File: src/rtl/fp_add_sequencer.sv
// Control sequencer for the floating-point adder datapath: align, add, normalize, round, renormalize.
// Latency: Done rises 6 cycles after Go is sampled (7 with renormalize, 3 on cancel, 4 on flush, 1 on special).
// Backpressure: none; Go is only sampled in IDLE, and a Go seen while Busy is dropped rather than queued.
//
// Ports:
//   Clock, Reset                    rising-edge clock, synchronous active-high reset
//   Go, SpecialIn                   start request, special-operand bypass
//   ExpDiff, LargeExp, SignA/B      small-ALU difference, larger exponent, operand signs
//   MantSum                         big-ALU magnitude (MSB = carry)
//   RoundMant, RoundExp             rounding hardware results (RoundMant MSB = round overflow)
//   Busy, Done                      status / one-cycle completion pulse
//   ExpSelect, PreShift, SubOp      alignment and add controls
//   SumShiftSelect, NormShift,
//   NormRight, ExpIncrSelect        normalizer / exponent adjust controls
//   RoundEn                         rounding strobe
//   Zero, Inf                       result class, valid from Done until the next accepted Go
module fp_add_sequencer #(
    parameter int EXP_W   = 8,
    parameter int MANT_W  = 23,
    parameter int SHIFT_W = 5
) (
    input  logic                 Clock,
    input  logic                 Reset,
    input  logic                 Go,
    input  logic                 SpecialIn,
    input  logic [EXP_W:0]       ExpDiff,
    input  logic [EXP_W-1:0]     LargeExp,
    input  logic                 SignA,
    input  logic                 SignB,
    input  logic [MANT_W+1:0]    MantSum,
    input  logic [MANT_W+1:0]    RoundMant,
    input  logic [EXP_W-1:0]     RoundExp,
    output logic                 Busy,
    output logic                 Done,
    output logic                 ExpSelect,
    output logic [SHIFT_W-1:0]   PreShift,
    output logic                 SubOp,
    output logic                 SumShiftSelect,
    output logic [SHIFT_W-1:0]   NormShift,
    output logic                 NormRight,
    output logic                 ExpIncrSelect,
    output logic                 RoundEn,
    output logic                 Zero,
    output logic                 Inf
);

    localparam int DW = EXP_W + 1;
    // Largest useful pre-add shift: beyond this every significand bit plus guard/round/sticky is gone.
    localparam logic [EXP_W:0]   PRE_SAT      = DW'(MANT_W + 3);
    localparam logic [EXP_W-1:0] EXP_ALL_ONES = '1;
    localparam logic [EXP_W-1:0] EXP_MAX_FIN  = {{(EXP_W-1){1'b1}}, 1'b0};

    typedef enum logic [2:0] {
        st_idle   = 3'd0,
        st_align  = 3'd1,
        st_add    = 3'd2,
        st_norm   = 3'd3,
        st_round  = 3'd4,
        st_check  = 3'd5,
        st_renorm = 3'd6,
        st_done   = 3'd7
    } state_t;

    state_t state_q, state_d;

    logic                 exp_sel_q;
    logic [SHIFT_W-1:0]   pre_shift_q;
    logic                 sub_op_q;
    logic [MANT_W+1:0]    mant_q;
    logic [EXP_W-1:0]     large_exp_q;
    logic                 zero_q;
    logic                 inf_q;

    // Only the overflow bit of the rounded mantissa matters to control; the rest is datapath-only.
    logic unused_round_bits;
    assign unused_round_bits = ^RoundMant[MANT_W:0];

    // Leading-zero count over the significand (hidden bit down to LSB).
    function automatic logic [SHIFT_W-1:0] lzc(input logic [MANT_W:0] v);
        logic [SHIFT_W-1:0] n;
        logic               found;
        n     = '0;
        found = 1'b0;
        for (int i = MANT_W; i >= 0; i--) begin
            if (!found) begin
                if (v[i]) found = 1'b1;
                else      n = n + SHIFT_W'(1);
            end
        end
        return n;
    endfunction

    logic [EXP_W:0]       abs_diff;
    logic [SHIFT_W-1:0]   pre_shift_d;
    logic [SHIFT_W-1:0]   norm_lz;
    logic [EXP_W-1:0]     norm_lz_ext;
    logic                 carry;
    logic                 underflow;
    logic                 round_ovf;
    logic                 set_inf;

    always_comb begin
        abs_diff    = ExpDiff[EXP_W] ? (~ExpDiff + DW'(1)) : ExpDiff;
        pre_shift_d = (abs_diff > PRE_SAT) ? SHIFT_W'(MANT_W + 3) : abs_diff[SHIFT_W-1:0];
        norm_lz     = lzc(mant_q[MANT_W:0]);
        norm_lz_ext = EXP_W'(norm_lz);
        carry       = mant_q[MANT_W+1];
        // A left shift that would take the exponent to zero or below is flushed (no denormals).
        underflow   = !carry && (norm_lz_ext >= large_exp_q);
        round_ovf   = RoundMant[MANT_W+1];
        // Overflow on rounding at the largest finite exponent, or a plain all-ones exponent, is infinity.
        set_inf     = round_ovf ? (RoundExp == EXP_MAX_FIN) : (RoundExp == EXP_ALL_ONES);
    end

    // State register
    always_ff @(posedge Clock) begin
        if (Reset) state_q <= st_idle;
        else       state_q <= state_d;
    end

    // Operand latches and result status
    always_ff @(posedge Clock) begin
        if (Reset) begin
            exp_sel_q   <= 1'b0;
            pre_shift_q <= '0;
            sub_op_q    <= 1'b0;
            mant_q      <= '0;
            large_exp_q <= '0;
            zero_q      <= 1'b0;
            inf_q       <= 1'b0;
        end else begin
            case (state_q)
                st_idle: begin
                    if (Go) begin
                        exp_sel_q   <= ExpDiff[EXP_W];
                        pre_shift_q <= pre_shift_d;
                        sub_op_q    <= SignA ^ SignB;
                        zero_q      <= 1'b0;
                        inf_q       <= 1'b0;
                    end
                end
                st_add: begin
                    mant_q      <= MantSum;
                    large_exp_q <= LargeExp;
                    if (MantSum == '0) zero_q <= 1'b1;
                end
                st_norm: begin
                    if (underflow) zero_q <= 1'b1;
                end
                st_check: begin
                    if (set_inf) inf_q <= 1'b1;
                end
                default: ;
            endcase
        end
    end

    // Next state and Moore-decoded outputs
    always_comb begin
        state_d        = state_q;
        Busy           = (state_q != st_idle);
        Done           = 1'b0;
        ExpSelect      = 1'b0;
        PreShift       = '0;
        SubOp          = 1'b0;
        SumShiftSelect = 1'b0;
        NormShift      = '0;
        NormRight      = 1'b0;
        ExpIncrSelect  = 1'b0;
        RoundEn        = 1'b0;
        Zero           = zero_q;
        Inf            = inf_q;

        // Alignment controls stay stable while the sum is formed and carried through the pipeline.
        if (state_q inside {st_align, st_add, st_norm, st_round, st_check, st_renorm}) begin
            ExpSelect = exp_sel_q;
            PreShift  = pre_shift_q;
            SubOp     = sub_op_q;
        end

        // Normalize controls hold through rounding so the normalizer output feeding it is stable.
        if (state_q inside {st_norm, st_round, st_check}) begin
            if (carry) begin
                NormRight = 1'b1;
                NormShift = SHIFT_W'(1);
            end else begin
                NormShift = norm_lz;
            end
        end

        case (state_q)
            st_idle: begin
                if (Go) state_d = SpecialIn ? st_done : st_align;
            end
            st_align: state_d = st_add;
            st_add: begin
                state_d = (MantSum == '0) ? st_done : st_norm;
            end
            st_norm: begin
                state_d = underflow ? st_done : st_round;
            end
            st_round: begin
                RoundEn = 1'b1;
                state_d = st_check;
            end
            st_check: begin
                state_d = (round_ovf && !set_inf) ? st_renorm : st_done;
            end
            st_renorm: begin
                SumShiftSelect = 1'b1;
                ExpIncrSelect  = 1'b1;
                NormRight      = 1'b1;
                NormShift      = SHIFT_W'(1);
                state_d        = st_done;
            end
            st_done: begin
                Done    = 1'b1;
                state_d = st_idle;
            end
            default: state_d = st_idle;
        endcase
    end

endmodule
File: config.mk
export PLATFORM = sky130hd
export DESIGN_NAME = fp_add_sequencer
export DESIGN_NICKNAME = d
export VERILOG_FILES = /design/src/rtl/fp_add_sequencer.sv
export SDC_FILE = /design/constraint.sdc
export NUM_CORES = 1
export LEC_CHECK = 0
export ABC_CLOCK_PERIOD_IN_PS = 26700
export CELL_PAD_IN_SITES_DETAIL_PLACEMENT = 1
export CELL_PAD_IN_SITES_GLOBAL_PLACEMENT = 1
export CORE_ASPECT_RATIO = 0.75
export CORE_UTILIZATION = 40
export CTS_CLUSTER_DIAMETER = 200
export DETAILED_ROUTE_END_ITERATION = 8
export PLACE_DENSITY = 0.9
export SETUP_SLACK_MARGIN = 0.1
export SYNTH_ARGS = -nofsm -noshare
export SYNTH_HDL_FRONTEND = slang
export SYNTH_SLANG_ARGS = --single-unit
File: constraint.sdc
create_clock -name Clock -period 26.7 [get_ports Clock]
set_input_delay 2.67 -clock Clock [delete_from_list [all_inputs] [get_ports Clock]]
set_output_delay 2.67 -clock Clock [all_outputs]
set_load 0.01 [all_outputs]
==> results.toml, run 1 <==
[drt]
first_pass_iters = 4
ant_nets = 0
dr.first_iter.drc_count = 219
num_vias = 5052
routed_wl_um = 15400
drc = 0
wl_per_cell_um = 17.2
via_per_inst = 5.64

[timing]
hold_viol = 0
setup_violations = 0
min_period_ns = 15.21
rsz0062_at_grt = "false"
fin_setup_tns_ns = 0
skew_ns = 0.00954
drv_slew = 0
fin_crit_sh_pct = 57.0
max_freq_ghz = 0.0658
relSlewSlack_pct = 26.8
tightest_slew_ns = 1.10

[setup_path]
reg2reg_slack_ns = 13.85
start_kind = "register"
crit_family = "compound AO/OA/AOI/OAI gates"
critPathMaxFanout = 9
cp_num_cells = 59
r2r.worst_path.cells = 64
cp_common_cell = "ha_1"
critPathSlowestCell = "a2111oi_0"
cp.arrival_ns = 12.54
regToRegEndpoint = "Zero"
rr_startpoint = "mant_q[22]"
crit_required_ns = 24.03
max_stage_delay_ns = 0.59
crit_type = "register to output port"
critPathBufInv = 5
cp-end-kind = "output port"

[global_route]
grt_pass1_vias = 5352
antenna_found_initial = 0
globalRouteTotalUtil_pct = 25.6
grt_max_degree = 44
grt_first_pass_wirelength_um = 26100
grt.overflow.total = 0

[yosys]
synth_area_leaders = "dfxtp_1, nand2_1, a21oi_1, ha_1, xnor2_1"
yosys_warnings = 0
yosys-top-cells-count = "nand2_1, a21oi_1, nor2_1, dfxtp_1, xnor2_1"
synth_top_family_by_area = "simple AND/OR/NAND/NOR gates"
synth_nets = 787
synth_fa_ha_area_share_pct = 7.58
synth-seq-cells = 45
ys_types = 80
synth_most_common_cell = "nand2_1"
synthMuxAreaShare_pct = 3.01
synth_top_area_share_pct = 18.7
synth_xor_area_share_pct = 11.7
ys.flop_type = "dfxtp_1"
synthSimpleGateAreaFrac_pct = 32.3
synth_edf_count = 0
netlist_instances = 680
synth_area_per_cell_um2 = 7.09
async_flop_share_pct = 0
synth_compound_area_share_pct = 21.4
netlist_area_mm2 = 0.00482
yosys.area.top_type = "dfxtp_1"
seq_area_frac_synth_pct = 18.7

[floorplanning]
io-pin-count = 101
die_w_um = 129
num_rows = 34
start_util_pct = 41.3
die_area_mm2 = 0.0125
coreArea_mm2 = 0.0117
die_h_um = 97.1

[clock_tree]
clock_path_buffers = 2
clock-sinks = 45
clk_latency_ns = 0.29
ctsResizeCount = 0
cts_root_buffer = "clkbuf_16"
cts_setup_buffers = 0
cts_tree = "built"
hold_buffers = 0
numCtsBuffers = 5
clk_pin_slew_ns = 0.07
htreeDepth = 2

[place]
place_congestion = 0.865
dp_hpwl_um = 12300
io_buffer_count = 76

[final_layout]
areaGrowthSynthToFinish_pct = 20.3
drive_gt1_share_pct = 5.31
num-nets-final = 840
antennaDiodeCount = 0

[job]
cap_violations = 0

[min_path]
hold_class = "register to register"
min_from = "large_exp_q[6]"
min_path_cells = 2
min_to = "large_exp_q[6]"

[status]
outcome = "finished clean"
registers in the layout (all words and copies together) (netlist names):
| name | flops |
|---|---|
| mant_q | 25 |
| large_exp_q | 8 |
| pre_shift_q | 5 |
| state_q | 3 |
| Inf | 1 |
| Zero | 1 |
| exp_sel_q | 1 |
| sub_op_q | 1 |
placed cells by master, fill, tap and decap left out, types with 4 or more instances in the layout:
master / count
nor2b_1: 22
xnor3_1: 4
nand2b_1: 9
nor3_2: 4
nand3_1: 9
o22ai_1: 5
nand4_1: 5
or3_1: 6
and2_1: 17
nor3_1: 14
nor4_1: 6
and3_1: 7
xnor2_1: 31
clkbuf_16: 5
mux2_2: 4
clkdlybuf4s50_1: 76
a21o_1: 4
inv_1: 28
dfxtp_1: 45
o21ai_0: 29
xor2_1: 15
nand2_1: 129
a31oi_1: 4
maj3_1: 4
o21bai_1: 4
o2111ai_1: 4
or4_1: 4
a21oi_1: 71
nor2_1: 61
mux2i_1: 10
ha_1: 26
worst min-delay path: stages (launching register included):
cell     delay, ns
dfxtp_1       0.31
nand2_1       0.05
a21oi_1       0.05
stage by stage:
stage               utilization, %  cells  hold slack (ns)  setup slack, ns  area (um^2)
floorplan                        -    680            0.431            14.35         4820
global placement              48.5    888            0.440            12.60         5650
detailed placement            48.5    888            0.445            11.88         5650
CTS                           49.7    896            0.455            11.50         5800
global route                  49.7    896            0.490            10.58         5800
finish                        49.7    896            0.454            11.49         5800
layout make-up:
cell class / instances / area (um^2)
fillers: 1499 / 5860
multi-input cells: 575 / 3670
clock buffers: 5 / 125
inverters: 28 / 105
repair buffers: 78 / 776
clock inverters: 3 / 21.3
flip-flops and latches: 45 / 901
well taps: 162 / 203
routing by layer:
| layer | vias to the layer above | wire, um | GRT usage, % |
|---|---|---|---|
| li1 | 2469 | - | - |
| met1 | 2456 | 6970 | 31.9 |
| met2 | 111 | 7600 | 45.9 |
| met3 | 16 | 650 | 3.69 |
| met4 | 0 | 197 | 6.33 |
| met5 | - | 0 | 0 |
kinds of logic after synthesis:
kind of cell,Yosys count
multiplexers,14
AND/OR/NAND/NOR,314
buffers and inverters,60
adder cells (fa/ha/maj),30
AO/OA/AOI/OAI,163
XOR/XNOR,54
flip-flops,45
worst max path at each step:
stage | slack [ns] | to | from
after global routing | 10.58 | NormShift[4] | mant_q[22]
after global placement | 12.60 | NormShift[4] | mant_q[23]
final | 11.49 | NormShift[4] | mant_q[22]
after CTS | 11.50 | NormShift[4] | mant_q[22]
after floorplan | 14.35 | NormShift[4] | mant_q[23]
after detailed placement | 11.88 | NormShift[4] | mant_q[22]
Power of run 1 is left out: the tool's default activity adds up to more than one toggle a clock period on the data nets, which glitch-free logic cannot reach.
==> run 2, diff against run 1 <==
- ABC_CLOCK_PERIOD_IN_PS: 26700 -> 14960
- CORE_UTILIZATION: 40 -> 37
- PLACE_DENSITY: 0.9 -> 0.84
- clock period: 26.7 -> 14.96 ns (I/O delays scaled with it)
==> run 2 against run 1 <==
  * Setup slack worse by 10 ns
  * Clock skew down 0.0025 ns
  * Final cell count up 0.45%
  * Critical path depth up 2
  * First-iteration DRC count up 16%
  * Global-route usage down 2.8 points
  * Core utilization down 3.2 points
  * Sequential share of layout area about the same
  * Sequential cell count unchanged
  * Critical endpoint unchanged
  * Highest routed layer unchanged
==> results.toml, run 2 (synthesis gave the netlist of run 1 again) <==
[status]
outcome = "finished clean"

[global_route]
antenna_found_initial = 0
grt_first_pass_wirelength_um = 25200
globalRouteTotalUtil_pct = 22.8
grt_max_degree = 44
grt.overflow.total = 0
grt_pass1_vias = 5197

[clock_tree]
htreeDepth = 2
clk_latency_ns = 0.28
cts_setup_buffers = 0
hold_buffers = 0
numCtsBuffers = 5
cts_root_buffer = "clkbuf_16"
clock_path_buffers = 2
cts_tree = "built"
ctsResizeCount = 0
clock-sinks = 45
clk_pin_slew_ns = 0.07

[drt]
wl_per_cell_um = 16.3
via_per_inst = 5.48
ant_nets = 0
num_vias = 4936
dr.first_iter.drc_count = 255
first_pass_iters = 4
routed_wl_um = 14700
drc = 0

[final_layout]
final_cell_mix = "nand2_1, clkdlybuf4s50_1, a21oi_1"
antennaDiodeCount = 0
num-nets-final = 840
largest-register = "mant_q"
drive_gt1_share_pct = 5.45
reg.largest.list = "mant_q: 25 flops, large_exp_q: 8 flops, pre_shift_q: 5 flops"
design_area_mm2 = 0.00581
areaGrowthSynthToFinish_pct = 20.5
largest_reg_flops = 25
layout_commonest_cell = "nand2_1"

[floorplanning]
coreArea_mm2 = 0.0125
die_w_um = 134
die_h_um = 101
start_util_pct = 38.6
die_area_mm2 = 0.0135
num_rows = 35
io-pin-count = 101

[timing]
postLayoutSetupSlackWorst_ns = 1.24
min_period_ns = 13.72
fin_setup_tns_ns = 0
relSlewSlack_pct = 25.3
fin_crit_sh_pct = 91.7
max_freq_ghz = 0.0729
skew_ns = 0.00699
hold_viol = 0
setup_violations = 0
rsz0062_at_grt = "false"
tightest_slew_ns = 1.12
drv_slew = 0

[setup_path]
start_kind = "register"
cp_common_cell = "ha_1"
critPathMaxFanout = 9
r2r.worst_path.cells = 65
crit_type = "register to output port"
max_stage_delay_ns = 0.53
crit_required_ns = 13.46
critPathSlowestCell = "clkdlybuf4s50_1"
cp-end-kind = "output port"
cp.arrival_ns = 12.22
regToRegEndpoint = "state_q[1]"
reg2reg_slack_ns = 2.52
rr_startpoint = "mant_q[23]"

[place]
dpl-instance-area_mm2 = 0.00566
io_buffer_count = 76
dp_slack_ns = 1.43
place_congestion = 0.877
dp_hpwl_um = 11900

[job]
cap_violations = 0

[min_path]
min_path_cells = 2
hold_class = "register to register"
min_to = "large_exp_q[7]"
min_from = "large_exp_q[7]"
## run 2: changes by cell type in the layout (fill, tap and decap cells not counted)
cell       delta
a2111oi_1     +1
or2_4         +1
a2111oi_0     -1
or2_1         -1
## run 2: critical path, delay by kind of cell (launching register included)
kind / cells / cell delay, ns
adders and majority gates: 10 / 3.13
AOI/OAI and AO/OA: 22 / 4.54
DFF: 1 / 0.38
and+or+nand+nor: 22 / 2.49
xor gates and xnor gates: 1 / 0.22
muxes: 3 / 0.51
buffers and inverters: 3 / 0.67
## run 2: worst max path at each step
stage | start | end | slack, ns | depth (start not counted)
floorplan | mant_q[23] | NormShift[4] | 3.79 | 59
global placement | mant_q[23] | NormShift[4] | 1.94 | 59
detailed placement | mant_q[23] | NormShift[4] | 1.43 | 59
CTS | mant_q[23] | NormShift[4] | 1.01 | 59
global route | mant_q[23] | NormShift[4] | 0.22 | 61
finish | mant_q[23] | NormShift[4] | 1.24 | 61
## run 2: cell type report
type / instances / area, um^2
Clock inverter: 3 / 21.3
Tap cell: 166 / 208
Clock buffer: 5 / 125
Fill cell: 1590 / 6670
Multi-Input combinational cell: 575 / 3670
Sequential cell: 45 / 901
Inverter: 28 / 105
Timing Repair Buffer: 78 / 776
## run 2: per-stage QoR
stage | hold WS (ns) | utilization, % | cells
after floorplan | 0.431 | - | 680
after global placement | 0.442 | 45.3 | 892
after detailed placement | 0.461 | 45.3 | 892
after CTS | 0.470 | 46.5 | 900
after global routing | 0.493 | 46.5 | 900
final | 0.468 | 46.5 | 900
## run 2: routing by layer
metal / global-route usage [%] / up-vias / routed length (um)
met5: 0 / - / 0
met2: 40.1 / 81 / 6820
met1: 30.0 / 2363 / 7190
met3: 3.77 / 5 / 623
met4: 2.88 / 0 / 66
li1: - / 2487 / -
Power of run 2 is left out for the same reason.
